## src/rtl/alu_muldiv_pkg.sv

```systemverilog
// alu_muldiv_pkg: shared opcodes, FSM state encodings and small decode helpers
// for the iterative multiply/divide unit.
//   md_op_e    : 3-bit operation codes driven on i_operation
//   md_state_e : FSM states of the sequencer
//   MD_DZ_FILL : bit replicated across LO on a divide by zero
package alu_muldiv_pkg;

  localparam int MD_PROC_BITS = 32;

  typedef enum logic [2:0] {
    MD_MULT  = 3'b000,
    MD_MULTU = 3'b001,
    MD_DIV   = 3'b010,
    MD_DIVU  = 3'b011,
    MD_MTHI  = 3'b100,
    MD_MTLO  = 3'b101
  } md_op_e;

  typedef enum logic [1:0] {
    MD_IDLE = 2'd0,
    MD_CALC = 2'd1,
    MD_FIX  = 2'd2
  } md_state_e;

  // Divide by zero leaves LO all ones.
  localparam logic MD_DZ_FILL = 1'b1;

  function automatic logic md_is_arith(input logic [2:0] op);
    return (op == MD_MULT) || (op == MD_MULTU) || (op == MD_DIV) || (op == MD_DIVU);
  endfunction

  function automatic logic md_is_div(input logic [2:0] op);
    return (op == MD_DIV) || (op == MD_DIVU);
  endfunction

  function automatic logic md_is_signed(input logic [2:0] op);
    return (op == MD_MULT) || (op == MD_DIV);
  endfunction

endpackage

```

## src/rtl/alu_muldiv_if.sv

```systemverilog
// alu_muldiv_if: request/response bundle between the EX stage and the
// multiply/divide unit.
//   master : pipeline side, drives i_start/i_operation/i_dataA/i_dataB/i_cancel
//   slave  : unit side, drives o_busy/o_done/o_hi/o_lo
interface alu_muldiv_if
  import alu_muldiv_pkg::*;
#(
  parameter int PROC_BITS = MD_PROC_BITS
);
  logic                 i_start;
  logic [2:0]           i_operation;
  logic [PROC_BITS-1:0] i_dataA;
  logic [PROC_BITS-1:0] i_dataB;
  logic                 i_cancel;
  logic                 o_busy;
  logic                 o_done;
  logic [PROC_BITS-1:0] o_hi;
  logic [PROC_BITS-1:0] o_lo;

  modport master (
    output i_start, i_operation, i_dataA, i_dataB, i_cancel,
    input  o_busy, o_done, o_hi, o_lo
  );

  modport slave (
    input  i_start, i_operation, i_dataA, i_dataB, i_cancel,
    output o_busy, o_done, o_hi, o_lo
  );
endinterface

```

## src/rtl/alu_muldiv_iter.sv

```systemverilog
// muldiv_iter: one combinational iteration of the unsigned multiply/divide.
//   mode_div=0 : shift-add multiply. {hi,lo} is the 2W accumulator, lo holds
//                the remaining multiplier bits, opnd is the multiplicand.
//   mode_div=1 : restoring divide. hi is the partial remainder, lo shifts the
//                dividend out at the top and quotient bits in at the bottom,
//                opnd is the divisor.
// Ports: mode_div, hi_in, lo_in, opnd (in); hi_out, lo_out (out).
module muldiv_iter #(
  parameter int W = 32
) (
  input  logic         mode_div,
  input  logic [W-1:0] hi_in,
  input  logic [W-1:0] lo_in,
  input  logic [W-1:0] opnd,
  output logic [W-1:0] hi_out,
  output logic [W-1:0] lo_out
);
  logic [W:0] sum;
  logic [W:0] shifted;
  logic [W:0] diff;
  logic       fits;

  always_comb begin
    sum     = {1'b0, hi_in} + (lo_in[0] ? {1'b0, opnd} : {(W+1){1'b0}});
    // Remainder < divisor, so the shifted remainder needs one guard bit and
    // the borrow of the trial subtraction lands in bit W.
    shifted = {hi_in, lo_in[W-1]};
    diff    = shifted - {1'b0, opnd};
    fits    = ~diff[W];
    if (mode_div) begin
      hi_out = fits ? diff[W-1:0] : shifted[W-1:0];
      lo_out = {lo_in[W-2:0], fits};
    end else begin
      hi_out = sum[W:1];
      lo_out = {sum[0], lo_in[W-1:1]};
    end
  end
endmodule

```

## src/rtl/alu_muldiv.sv

```systemverilog
// alu_muldiv: iterative signed/unsigned MULT/DIV with architectural HI/LO.
// One bit per clock on operand magnitudes, followed by a single sign-fix
// cycle. MTHI/MTLO write HI/LO directly while idle.
// Ports:
//   i_clock, i_reset : clock, asynchronous active-high reset
//   bus (slave)      : start/op/operands/cancel in, busy/done/hi/lo out
module alu_muldiv
  import alu_muldiv_pkg::*;
#(
  parameter int PROC_BITS = MD_PROC_BITS,
  parameter int CNT_BITS  = $clog2(PROC_BITS) + 1
) (
  input  logic         i_clock,
  input  logic         i_reset,
  alu_muldiv_if.slave  bus
);
  localparam int W = PROC_BITS;

  md_state_e state_q, state_d;

  logic [CNT_BITS-1:0] cnt_q;
  logic [W-1:0]        wr_hi_q, wr_lo_q, opnd_q, a_raw_q;
  logic [W-1:0]        hi_q, lo_q;
  logic                is_div_q, neg_q_q, neg_r_q, dz_q, done_q;

  logic [2:0]          op;
  logic                accept, start_arith, start_mthi, start_mtlo;
  logic                a_sgn, b_sgn;
  logic [W-1:0]        a_mag, b_mag;
  logic [W-1:0]        step_hi, step_lo;
  logic [2*W-1:0]      prod, prod_fix;
  logic [W-1:0]        fix_hi, fix_lo;

  assign op          = bus.i_operation;
  // Cancel has priority over a start arriving in the same idle cycle.
  assign accept      = (state_q == MD_IDLE) && bus.i_start && !bus.i_cancel;
  assign start_arith = accept && md_is_arith(op);
  assign start_mthi  = accept && (op == MD_MTHI);
  assign start_mtlo  = accept && (op == MD_MTLO);

  // Iterate on magnitudes; most-negative maps to itself and is still the
  // correct unsigned magnitude in W bits.
  assign a_sgn = md_is_signed(op) && bus.i_dataA[W-1];
  assign b_sgn = md_is_signed(op) && bus.i_dataB[W-1];
  assign a_mag = a_sgn ? -bus.i_dataA : bus.i_dataA;
  assign b_mag = b_sgn ? -bus.i_dataB : bus.i_dataB;

  muldiv_iter #(.W(W)) u_iter (
    .mode_div (is_div_q),
    .hi_in    (wr_hi_q),
    .lo_in    (wr_lo_q),
    .opnd     (opnd_q),
    .hi_out   (step_hi),
    .lo_out   (step_lo)
  );

  // Sign correction applied in FIX.
  always_comb begin
    prod     = {wr_hi_q, wr_lo_q};
    prod_fix = neg_q_q ? -prod : prod;
    fix_hi   = prod_fix[2*W-1:W];
    fix_lo   = prod_fix[W-1:0];
    if (dz_q) begin
      fix_hi = a_raw_q;
      fix_lo = {W{MD_DZ_FILL}};
    end else if (is_div_q) begin
      fix_hi = neg_r_q ? -wr_hi_q : wr_hi_q;
      fix_lo = neg_q_q ? -wr_lo_q : wr_lo_q;
    end
  end

  always_comb begin
    state_d = state_q;
    case (state_q)
      MD_IDLE: if (start_arith) state_d = MD_CALC;
      MD_CALC: begin
        if (bus.i_cancel)                   state_d = MD_IDLE;
        else if (cnt_q == CNT_BITS'(1))     state_d = MD_FIX;
      end
      MD_FIX:  state_d = MD_IDLE;
      default: state_d = MD_IDLE;
    endcase
  end

  always_ff @(posedge i_clock or posedge i_reset) begin
    if (i_reset) state_q <= MD_IDLE;
    else         state_q <= state_d;
  end

  always_ff @(posedge i_clock or posedge i_reset) begin
    if (i_reset) begin
      cnt_q    <= '0;
      wr_hi_q  <= '0;
      wr_lo_q  <= '0;
      opnd_q   <= '0;
      a_raw_q  <= '0;
      is_div_q <= 1'b0;
      neg_q_q  <= 1'b0;
      neg_r_q  <= 1'b0;
      dz_q     <= 1'b0;
      hi_q     <= '0;
      lo_q     <= '0;
      done_q   <= 1'b0;
    end else begin
      done_q <= 1'b0;
      if (start_arith) begin
        cnt_q    <= CNT_BITS'(W);
        is_div_q <= md_is_div(op);
        neg_q_q  <= a_sgn ^ b_sgn;
        neg_r_q  <= a_sgn;
        dz_q     <= md_is_div(op) && (bus.i_dataB == '0);
        a_raw_q  <= bus.i_dataA;
        wr_hi_q  <= '0;
        if (md_is_div(op)) begin
          wr_lo_q <= a_mag;
          opnd_q  <= b_mag;
        end else begin
          wr_lo_q <= b_mag;
          opnd_q  <= a_mag;
        end
      end else if (state_q == MD_CALC && !bus.i_cancel) begin
        wr_hi_q <= step_hi;
        wr_lo_q <= step_lo;
        cnt_q   <= cnt_q - CNT_BITS'(1);
      end
      if (state_q == MD_FIX && !bus.i_cancel) begin
        hi_q   <= fix_hi;
        lo_q   <= fix_lo;
        done_q <= 1'b1;
      end
      if (start_mthi) hi_q <= bus.i_dataA;
      if (start_mtlo) lo_q <= bus.i_dataA;
    end
  end

  assign bus.o_busy = (state_q != MD_IDLE);
  assign bus.o_done = done_q;
  assign bus.o_hi   = hi_q;
  assign bus.o_lo   = lo_q;
endmodule

```

## src/flat_wrapper.sv

```systemverilog
// flat-port wrapper written by rule: the top's interface ports become plain ports
module alu_muldiv_flat import alu_muldiv_pkg::*;
#(
  parameter int PROC_BITS = MD_PROC_BITS,
  parameter int CNT_BITS  = $clog2(PROC_BITS) + 1
)
  (i_clock, i_reset, bus_i_start, bus_i_operation, bus_i_dataA, bus_i_dataB, bus_i_cancel, bus_o_busy, bus_o_done, bus_o_hi, bus_o_lo);
  alu_muldiv_if #(.PROC_BITS(PROC_BITS)) bus_i ();
  input  logic i_clock;
  input  logic i_reset;
  input wire logic [$bits(bus_i.i_start)-1:0] bus_i_start;
  input wire logic [$bits(bus_i.i_operation)-1:0] bus_i_operation;
  input wire logic [$bits(bus_i.i_dataA)-1:0] bus_i_dataA;
  input wire logic [$bits(bus_i.i_dataB)-1:0] bus_i_dataB;
  input wire logic [$bits(bus_i.i_cancel)-1:0] bus_i_cancel;
  output wire logic [$bits(bus_i.o_busy)-1:0] bus_o_busy;
  output wire logic [$bits(bus_i.o_done)-1:0] bus_o_done;
  output wire logic [$bits(bus_i.o_hi)-1:0] bus_o_hi;
  output wire logic [$bits(bus_i.o_lo)-1:0] bus_o_lo;
  assign bus_i.i_start = bus_i_start;
  assign bus_i.i_operation = bus_i_operation;
  assign bus_i.i_dataA = bus_i_dataA;
  assign bus_i.i_dataB = bus_i_dataB;
  assign bus_i.i_cancel = bus_i_cancel;
  assign bus_o_busy = bus_i.o_busy;
  assign bus_o_done = bus_i.o_done;
  assign bus_o_hi = bus_i.o_hi;
  assign bus_o_lo = bus_i.o_lo;
  alu_muldiv #(.PROC_BITS(PROC_BITS), .CNT_BITS(CNT_BITS)) u_core (.i_clock(i_clock), .i_reset(i_reset), .bus(bus_i));
endmodule
```

## config.mk

```make
export PLATFORM = sky130hd
export DESIGN_NAME = alu_muldiv_flat
export DESIGN_NICKNAME = d
export VERILOG_FILES = /design/src/rtl/alu_muldiv_pkg.sv /design/src/rtl/alu_muldiv_if.sv /design/src/rtl/alu_muldiv_iter.sv /design/src/rtl/alu_muldiv.sv /design/src/flat_wrapper.sv
export SDC_FILE = /design/constraint.sdc
export NUM_CORES = 1
export LEC_CHECK = 0
export ABC_CLOCK_PERIOD_IN_PS = 14100
export BUFFER_PORTS_ARGS = -buffer_cell sky130_fd_sc_hd__buf_2
export CORE_MARGIN = 1
export CORE_UTILIZATION = 66
export CTS_CLUSTER_DIAMETER = 30
export DETAILED_ROUTE_END_ITERATION = 6
export GPL_TIMING_DRIVEN = 0
export PLACE_DENSITY_LB_ADDON = 0.2
export SETUP_SLACK_MARGIN = 0.3
export SYNTH_ARGS = -nofsm -noshare
export SYNTH_HDL_FRONTEND = slang
export SYNTH_SLANG_ARGS = --single-unit
```

## constraint.sdc

```tcl
create_clock -name i_clock -period 14.1 [get_ports i_clock]
set_input_delay 0.705 -clock i_clock [delete_from_list [all_inputs] [get_ports i_clock]]
set_output_delay 0.705 -clock i_clock [all_outputs]
set_load 0.01 [all_outputs]
```

After elaboration in Yosys (flattened, before gate mapping):

Index checks and enable logic that the tools add are counted.

* $add $sub $neg: 8
* eq/ne operators: 10
* multiplexer cells: 30
* bitwise operators: 2
* reduce and logical (&&, ||, !) cells: 24

Operator list (number)
* 32-bit 2-to-1 mux: 22
* 32-bit negation: 4
* 64-bit 2-to-1 mux: 1
* 64-bit negation: 1
* 32-bit by 33-bit adder with 33-bit output: 1
* 33-bit by 32-bit subtractor with 33-bit output: 1
* 32-bit logical NOT: 1
* 6-bit 2-to-1 mux: 2
* 1-bit logical AND: 10
* 2-bit nonzero test: 4
* 3-bit by 2-bit equality test with 1-bit output, second input constant: 2
* 3-bit equality test, second input constant: 2
* 6-bit by 1-bit equality test with 1-bit output, second input constant: 1
* 2-bit 2-to-1 mux: 3
* 6-bit by 1-bit subtractor with 6-bit output, second input constant: 1
* 1-bit logical OR: 5
* 2-bit one-hot mux with 2 select lines: 1
* 3-bit by 1-bit equality test with 1-bit output, second input constant: 1
* 3-bit logical NOT: 1
* 3-bit by 2-bit != test with 1-bit output, second input constant: 1
* 2-bit by 1-bit equality test with 1-bit output, second input constant: 1
* 2-bit equality test, second input constant: 1
* 2-bit logical NOT: 1
* 2-bit by 1-bit != test with 1-bit output, second input constant: 1
* other kinds (5): 5

* bits in registers: 205
* input bits: 71
* output and inout port bits: 66
* logic and storage cells: 87

Depth between registers and ports, before layout:

Gate-level depths: netlist of the first run.

* depth after elaboration: 7
* depth in mapped cells: 14
* gate-level depth less buffers: 14

By module:

Synthesis of the first run repeated with hierarchy kept, for this count alone.

* cell total of the unflattened synthesis: 2143
* area total of the unflattened synthesis: 16891.2 um^2

By module, submodules not included
* alu_muldiv: instances 1, cells an instance 1449, area an instance 12124.1 um^2, sequential area each 5129.9 um^2
* muldiv_iter: instances 1, cells an instance 694, area an instance 4767.1 um^2, sequential area each 0.0 um^2

Worst setup path before layout of the first run:

OpenSTA, ideal clock, no wires.

* kind: reg-to-reg
* start point: register u_core.wr_lo_q[0]
* end point: register u_core.wr_hi_q[30]
* setup time: 124 ps
* arrival: 3542 ps
* data required time: 13976 ps
* slack: 10434 ps
* stages on the path, launching flop included: 15
* path buffers: 1
* clock period less this slack: 3666 ps
* cells stage by stage: dfrtp_1 inv_1 clkbuf_1 nor2_1 ha_1 a21o_1 a211o_1 a21oi_2 a21oi_2 a311o_2 a221o_2 a41o_1 o31ai_4 mux2i_1 a211o_1

* longest elaborated chain between the ends: 5

RTL lines
* start, declared: RTL line alu_muldiv.sv:22 `logic [W-1:0] wr_hi_q, wr_lo_q, opnd_q, a_raw_q;`
* start signal, assigned: RTL line alu_muldiv.sv:115 `wr_lo_q <= a_mag;`
* start signal, assigned: RTL line alu_muldiv.sv:118 `wr_lo_q <= b_mag;`
* start signal, assigned: RTL line alu_muldiv.sv:123 `wr_lo_q <= step_lo;`
* 32-bit 2-to-1 mux: RTL line alu_muldiv_iter.sv:24 `sum = {1'b0, hi_in} + (lo_in[0] ? {1'b0, opnd} : {(W+1){1'b0}});`
* 32-bit by 33-bit adder with 33-bit output: RTL line alu_muldiv_iter.sv:24
* 32-bit 2-to-1 mux: RTL line alu_muldiv_iter.sv:30 `if (mode_div) begin`
* 32-bit 2-to-1 mux: RTL line alu_muldiv.sv:121 `end else if (state_q == MD_CALC && !bus.i_cancel) begin`
* 32-bit 2-to-1 mux: RTL line alu_muldiv.sv:106 `if (start_arith) begin`
* end signal, assigned: RTL line alu_muldiv.sv:122 `wr_hi_q <= step_hi;`
* end, declared: RTL line alu_muldiv.sv:22

No other way between the ends. The select of a mux whose other input is x is not followed.
A chain may end at the register's enable or synchronous reset.

Final worst setup path of the first run:

* start point: register u_core.wr_hi_q[0]
* end point: register u_core.wr_hi_q[28]

* longest elaborated chain between the ends: 5
* elaborated cells between the ends (all ways): 6
* classes of those cells: add/sub: 2; mux: 4

RTL lines
* 33-bit by 32-bit subtractor with 33-bit output: RTL line alu_muldiv_iter.sv:28 `diff = shifted - {1'b0, opnd};`
* 32-bit 2-to-1 mux: RTL line alu_muldiv_iter.sv:31 `hi_out = fits ? diff[W-1:0] : shifted[W-1:0];`
* 32-bit 2-to-1 mux *: RTL line alu_muldiv_iter.sv:30
* 32-bit 2-to-1 mux *: RTL line alu_muldiv.sv:121
* 32-bit 2-to-1 mux *: RTL line alu_muldiv.sv:106

Mark *: on every way between the ends. The rest lies on a longest branch, timed or not. The select of a mux whose other input is x is not followed.

==> results.txt, run 1 <==
The run finished, with violations left. The checks that failed: design-rule violations. Counting instances in the post-synthesis netlist gives the leading cell types as nand2_1 (292), o21ai_0 (208), dfrtp_1 (205). The data required time of the critical path is ~14 ns. In the post-synthesis netlist, the biggest area contributors are dfrtp_1 (32%), nand2_1 (6.8%), o21ai_0 (6.5%), xnor2_1 (5.9%), ha_1 (5.5%). At the end of the flow, the number of nets in the layout was around 2400. Dividing total power by cell area gives a power density of 224 mW/mm^2.

The gate count after technology mapping is 2037. TritonCTS built the clock tree. The internal portion of the total power is roughly 2300 uW. The total of endpoints with negative setup slack in the final report came out at 0. Setup repair after global routing left no endpoint under its margin.

The count of standard-cell rows is 56. The most used flip-flop cell after synthesis is dfrtp_1. Pin placement for this block handled 137 I/O pins. The floorplan step defined a core boundary enclosing 0.0237 sq mm.

The net count of the mapped netlist is around 2200. The overall routed net length came out at approximately 63000 um. The share of total power consumed by net switching came out at roughly 44%. The worst setup path is of the reg2reg kind. The hold violation count in the final report is 0. Once detail routing completed, the nets flagged for antenna violations numbered 0. Among all cell types in the netlist, the one instantiated most often is nand2_1. The share of synthesized registers carrying an async set or reset came out at 100%. The routed length per placed instance came out at ~25 um.

The synthesized netlist contains 73 unique library cells. The number of buffer and inverter stages on the critical path is 4. The delay contributed by the slowest stage of the critical path is roughly 0.51 ns. The average instance area after synthesis is between 7 and 8 sq um. The sum of net half-perimeters after detailed placement came out at approximately 46000 um. No sink is reached through more buffers than the 3 on the longest clock path. Across the run, the number of max-cap violations was 0.

The worst supply voltage drop on vdd is between 0.2 and 0.25 mV. The cts-stage hold buffer count is 0. For this run, the top clock speed supported by timing is about 220 MHz. In this run, synthesis inferred 0 flip-flops with an integrated enable. The register bit total from synthesis is a little over 200. The worst reg-to-reg setup slack came out at 9.53 ns.

The number of gates given a new drive strength after cts is 0. During placement, the flow inserted port buffers numbering 126. CTS saw slightly above 200 sinks. The number of DRC violations after detailed-routing iteration 0 is ~2400.

For this run, the number of Yosys warnings is 0. Once the clock tree was built, the setup fixing pass inserted 0 buffers. The first global-routing pass estimated 93600 um of wire. The initial antenna violation count is 2. Summing over every cut layer, the via total after detailed routing is about 18000. The via count of the first global-routing pass came out at 16600. Summing every instance area after synthesis gives approximately 0.016 sq mm. STA classifies the critical path endpoint as a register. The worst setup path is launched from a register. The clock period minus final worst setup slack is 4.57 ns. The horizontal die dimension came out at about 160 um. The number of detailed-route iterations in the first pass is 7. The fraction of layout cells with a size suffix above 1 is between 10% and 20%.

The overflow left after global routing is 0. The number of CTS-inserted buffers came out at 44. The cell taking the most area after synthesis is dfrtp_1. The clock network fraction of total power is 26.7%. Between clock sinks in the finished design, the worst skew comes to about 0.017 ns. The worst-path maximum fanout came out at 10.

The overall fraction of global-route tracks in use came out at between 50% and 60%. The slowest stage of the critical path belongs to the cell fa_1. The signal on the critical path passes through clkbuf_1 > inv_1 > fa_1 > nor2b_1 > o31ai_1 > a21oi_1 > o21ai_0 > a21oi_1 > o21ai_0 > a211oi_1 > buf_2 > buf_2 > mux2i_1 > o221ai_1. The growth of design area from synthesis to finish came out at 16.5%.

For this run, design rule violations remaining after detail routing come to 4. The critical path arrival came out at roughly 5 ns. On the critical path the largest part of the delay comes from compound AO/OA/AOI/OAI gates.

Hold is met by between 0.2 and 0.25 ns. The tree is rooted in a clkbuf_16. The area share of the largest cell type after synthesis is between 30% and 40%.

The post-route clock period utilization came out at about 32%. The sequential element share of the synthesized area is about a third. The initial cell density of the core came out at 67.8%. After detailed routing, the number of vias per cell comes to slightly below 7. The net switching power of the design is roughly 1900 uW. In this run the worst hold path is classified as in2async. The overall power after layout is 4190 uW. The vertical extent of the die came out at approximately 160 um. At the end of routability-driven placement, the weighted congestion stood at between 1 and 1.5. The clock network latency to the later pin of the worst-skew pair is around 0.54 ns. In this run the tightest slew margin relative to its limit is a little under a tenth.

The final count of pins violating max slew came out at 0. The sequential share of power is between 20% and 30%. For the pin with the worst max-slew slack, the measured transition is ~1.3 ns.

Fill cells in the final layout number between 1500 and 2000. The area of the die came out at roughly 0.025 sq mm. Summed over all failing endpoints, the final setup total negative slack is 0 ns.

Entering global routing, the biggest net connects between 100 and 150 pins. The power share of the combinational group is 49.0%. For this run, the number of standard cells in the final layout without fillers is around 2600. The static leakage power is 0.00846 uW. The maximum level of the CTS H-tree is 2. The CTS clock-pin slew for the worst setup and hold paths is about 0.050 ns.

The number of placed instances, taps included, is approximately 2500.
[per-layer routing]
| metal | part of all wire (%) | global-route usage, % |
|---|---|---|
| met5 | 0.046 | 0 |
| met4 | 7.2 | 32.6 |
| met3 | 15 | 20.2 |
| met2 | 42 | 73.8 |
| met1 | 36 | 61.4 |
[flip-flops by register name (all words and copies together), names as in the netlist, 2 cells and up]
name,count
u_core.a_raw_q,32
u_core.bus.o_hi,32
u_core.bus.o_lo,32
u_core.cnt_q,6
u_core.opnd_q,32
u_core.state_q,2
u_core.wr_hi_q,32
u_core.wr_lo_q,32
[cell families after synthesis]
kind of cell,after synthesis,synth area share (%)
buf+inv,203,4.82
fa+ha+maj,72,5.70
compound gates,620,24.1
xor+xnor,174,9.49
simple gates,687,19.1
flops,205,32.0
mux,76,4.78
[per-stage QoR]
stage | setup slack, ns | area [sq um] | util (%)
after floorplan | 7.80 | 16100 | -
after global placement | 5.62 | 17100 | 72.1
after detailed placement | 9.76 | 17100 | 72.3
after CTS | 9.67 | 18700 | 79.0
after global routing | 9.34 | 18700 | 79.0
final | 9.53 | 18700 | 79.0
[cell type report]
class	instances	area, sq um	share of cell area (%)
Antenna cell	1	2.50	0.0134
Buffer	138	529	2.83
Clock buffer	54	1210	6.47
Clock inverter	25	374	2.00
Inverter	65	251	1.34
Multi-Input combinational cell	1629	10200	54.3
Sequential cell	205	5130	27.4
Tap cell	319	399	2.13
Timing Repair Buffer	127	658	3.52
[final timing paths]
| kind | start | end | cells past startpoint |
|---|---|---|---|
| min | i_reset | u_core.a_raw_q[29] | 2 |
| max in group asynchronous | i_reset | u_core.wr_lo_q[7] | 3 |
| min reg2reg | u_core.a_raw_q[13] | u_core.a_raw_q[13] | 2 |
| max reg2reg | u_core.wr_hi_q[0] | u_core.wr_hi_q[28] | 14 |
| max | u_core.wr_hi_q[0] | u_core.wr_hi_q[28] | 14 |
| min in group i_clock | u_core.a_raw_q[13] | u_core.a_raw_q[13] | 2 |
[power by group through the flow]
stage | logic, uW | clock network, uW | registers, uW
detailed placement | 1950 | 0 | 996
global placement | 1890 | 0 | 989
finish | 2050 | 1120 | 1020
CTS | 1980 | 1110 | 993
floorplan | 1430 | 0 | 933
global route | 2210 | 1140 | 1020
[layout by cell type (no fill, tap or decap), types with 14 or more instances in the layout]
cell type / count
nand2_1: 292
o21ai_0: 208
dfrtp_1: 205
nor2_1: 201
a21oi_1: 139
buf_2: 131
clkbuf_1: 121
xnor2_1: 108
mux2i_1: 70
ha_1: 70
xor2_1: 66
inv_1: 64
clkbuf_16: 45
nor3_1: 38
o211ai_1: 36
a31oi_1: 35
a21o_1: 33
a22oi_1: 29
nor4_1: 21
o31ai_1: 18
nand3_1: 16
nand2b_1: 15
a222oi_1: 15
buf_1: 14
and3_1: 14
a211oi_1: 14
No activity file was read; power rests on OpenSTA's default activity.
==> run 2, diff against run 1 <==
- ABC_CLOCK_PERIOD_IN_PS: 14100 -> 3800
- CORE_UTILIZATION: 66 -> 56
- clock period: 14.1 -> 3.8 ns (I/O delays scaled with it)
==> run 2 against run 1 <==
The run now ends clean. Clock skew increased by 0.0094 ns. Count of clock-buffer cells in the layout increased by 11. Worst setup slack lost 9.3 ns. Register-to-register slack worse by 9.3 ns. Largest power group unchanged.
==> results.txt, run 2 (synthesis gave the netlist of run 1 again) <==
The setup slack of the critical path after layout came out at 0.255 ns. The critical path arrival is ~4.0 ns. The overall routed net length came out at 65800 um. The via count of the first global-routing pass came out at roughly 17000. The hold violation count in the final report came to 0. The overall fraction of global-route tracks in use is around 44%.

The total overflow left after global routing is 0. The most frequent standard cell in the layout excluding fill and tap cells is nand2_1. The overall power after layout is between 15000 and 20000 uW. Setup repair after global routing could not meet its margin everywhere. No sink is reached through more buffers than the 3 on the longest clock path.

The clock reaches the later pin of the worst-skew pair after about 0.57 ns. 137 I/O pins were placed. Counting the fill cells in the layout gives 2101.

The count of input and output buffers came out at 126. Counting instances, the worst hold path has a depth of 3. STA classifies the critical path endpoint as a register. The final count of pins violating max slew is 0. The pin slew with the least headroom to its limit is approximately 1.3 ns. The worst-case IR drop observed on VDD is roughly 0.7 mV. The global-route met1 utilization is between 50% and 60%. For this configuration, the core starts out at a cell density of a little under three fifths. The initial antenna violation count came out at 0. In this run, the clock network consumes a little under a third of the power. The routed length per placed instance came out at roughly 24 um. The placed cell area is around 0.017 sq mm. Data on the critical path is required at its endpoint by between 4 and 5 ns. The max-capacitance violation count is 0. The path type of the worst setup path is reg2reg. The clock skew after layout is between 0.02 and 0.03 ns.

In this run the clock root is driven by a clkbuf_16. The clock period minus final worst setup slack is between 3 and 4 ns. The fraction of layout cells with a size suffix above 1 is approximately 17%. The power share of the combinational group is ~48%. The library cells used most frequently in the layout, excluding fill and tap cells, are nand2_1 (291), o21ai_0 (200), dfrtp_1 (196). The horizontal die dimension is 171 um. The total number of clock tree sinks is about 210.

The analysis attributes to cell leakage a power of roughly 0.0091 uW. The post-route standard cell area excluding fillers is 0.0205 sq mm. The areal power density over the cells came out at roughly 860 mW/mm^2. The wire length of the first global-routing pass is just under 100000 um.

The global placer's final weighted congestion is 1.01. The post-route clock period utilization is between 90% and 100%. The sequential share of power is between 20% and 30%.

The vertical extent of the die came out at 171 um. The H-tree generated during clock tree synthesis spans 2 levels. The routing layer with the top usage in global route is met2. Of all nets on the critical path, the largest fanout is 6. In this run, the number of DRC markers left after iteration 0 of detailed routing was 2314. The worst register-to-register path has a setup slack of around 0.26 ns. The pre-antenna-repair detailed-routing pass consisted of 7 iterations. Summed over all nets, the half-perimeter wirelength after detailed placement is approximately 47000 um. The final antenna diode count came out at 0. The DRC violation count after routing came out at 0. The run finished with clean final reports. The number of nets in the layout came out at between 2000 and 2500.

The count of standard-cell rows came out at a little over 60. The CTS clock-pin slew for the worst setup and hold paths came out at 0.05 ns. The startpoint type of the worst setup path is a register.

Counting cells, the worst reg-to-reg path comes to 15. In this run the remaining antenna-violating nets after routing total 0. The startpoint of the most critical hold path is bus_i_dataA[12]. The worst min-delay path category is in2reg. Derived from the worst setup path, the maximum achievable clock frequency is between 200 and 300 MHz. The number of CTS-inserted buffers came out at between 50 and 60. Setup violations remaining at the end of the flow were counted as 0. The endpoint identified for the worst register-to-register timing path is u_core.wr_hi_q[30]. The area of the die came out at approximately 0.029 sq mm.

Of the total power, the share spent switching nets is around 42%. The headroom to the max-slew limit is between 10 and 15%. The pre-CTS worst setup slack came out at -0.701 ns. The global-route track usage on met3 came out at a little under an eighth. The met2 routing resource usage after global routing came out at around 67%.

In this run the critical register-to-register path is launched from u_core.wr_lo_q[0]. TritonCTS built the clock tree. The largest net degree at the start of global routing came out at 43. The area of the placeable core is about 0.028 sq mm. The internal cell power came out at just over 10000 uW. In the routed layout, each cell is associated on average with a via count of between 6 and 7. The growth of design area from synthesis to finish came out at 27.8%. The path with the worst hold slack has its endpoint at u_core.bus.o_lo[12]. The net switching power of the design came out at about 7400 uW.

The detailed-route via count is approximately 18000.
-- run 2: cell count changes in the layout (fill, tap and decap cells not counted), sizes merged --
cell / delta
dlygate4sd3: +25
clkinv: +6
buf: +52
bufinv: +5
inv: +1
clkbuf: +9
clkinvlp: +2
diode: -1
-- run 2: repair_timing --
item                                    in CTS  in global routing
endpoints found under the setup margin      52                 56
hold buffers                                25                  0
hold endpoints to repair                    49                  0
gates cloned                                 0                  0
buffers inserted                            32                 14
gates resized for setup                     74                 54
pin swaps                                   35                 26
-- run 2: through the flow --
step / util [%] / cells / hold slack, ns / setup TNS (ns)
global route: 73.3 / 2721 / 0.00363 / 0
CTS: 72.1 / 2707 / 0.00451 / 0
global placement: 61.3 / 2541 / 0.458 / -106.40
finish: 73.3 / 2721 / 0.0128 / 0
detailed placement: 61.7 / 2546 / 0.261 / -16.63
floorplan: - / 2037 / 0.286 / 0
-- run 2: cell type report --
type	count	area [sq um]	area share, %
timing repair buffer	202	1360	6.64
inverter	65	254	1.24
clock inverter	39	611	2.98
buffer	138	593	2.89
sequential	205	5140	25.1
tap	378	473	2.30
clock buffer	65	1500	7.29
multi-input combinational	1629	10600	51.6
-- run 2: worst max path at each step --
| stage | start | cells past startpoint | slack, ns | end |
|---|---|---|---|---|
| detailed placement | u_core.wr_hi_q[0] | 14 | -0.70 | u_core.wr_hi_q[28] |
| global placement | u_core.wr_hi_q[0] | 14 | -0.62 | u_core.wr_hi_q[28] |
| floorplan | u_core.wr_lo_q[0] | 14 | 0.33 | u_core.wr_hi_q[30] |
| finish | u_core.wr_lo_q[0] | 15 | 0.26 | u_core.wr_hi_q[30] |
| global route | u_core.wr_hi_q[8] | 10 | 0.19 | u_core.wr_hi_q[31] |
| CTS | u_core.wr_lo_q[0] | 15 | 0.22 | u_core.wr_hi_q[28] |
-- run 2: layer usage --
| layer | vias to the layer above | wire length (um) | share of wire, % |
|---|---|---|---|
| met2 | 1198 | 28500 | 43 |
| met1 | 8486 | 25800 | 39 |
| met4 | 0 | 3590 | 5.5 |
| met5 | - | 0 | 0 |
| met3 | 245 | 7820 | 12 |
| li1 | 7818 | - | - |
-- run 2: worst max-delay path, cell delays in order, from the launching register on --
cell	delay, ns
dfrtp_2	0.38
inv_4	0.05
buf_12	0.12
clkbuf_16	0.15
nor2_4	0.10
ha_4	0.21
a21o_1	0.16
a211o_1	0.26
a21oi_2	0.18
a21oi_2	0.10
a311o_2	0.40
a221o_2	0.45
a41o_4	0.30
o31ai_4	0.19
mux2i_1	0.10
a211o_1	0.26
-- run 2: power groups by stage --
stage | logic [uW] | clock network [uW] | registers [uW]
global route | 9140 | 5400 | 3820
finish | 8510 | 5290 | 3780
global placement | 7110 | 0 | 3710
detailed placement | 7230 | 0 | 3720
floorplan | 5300 | 0 | 3460
CTS | 7870 | 5260 | 3710
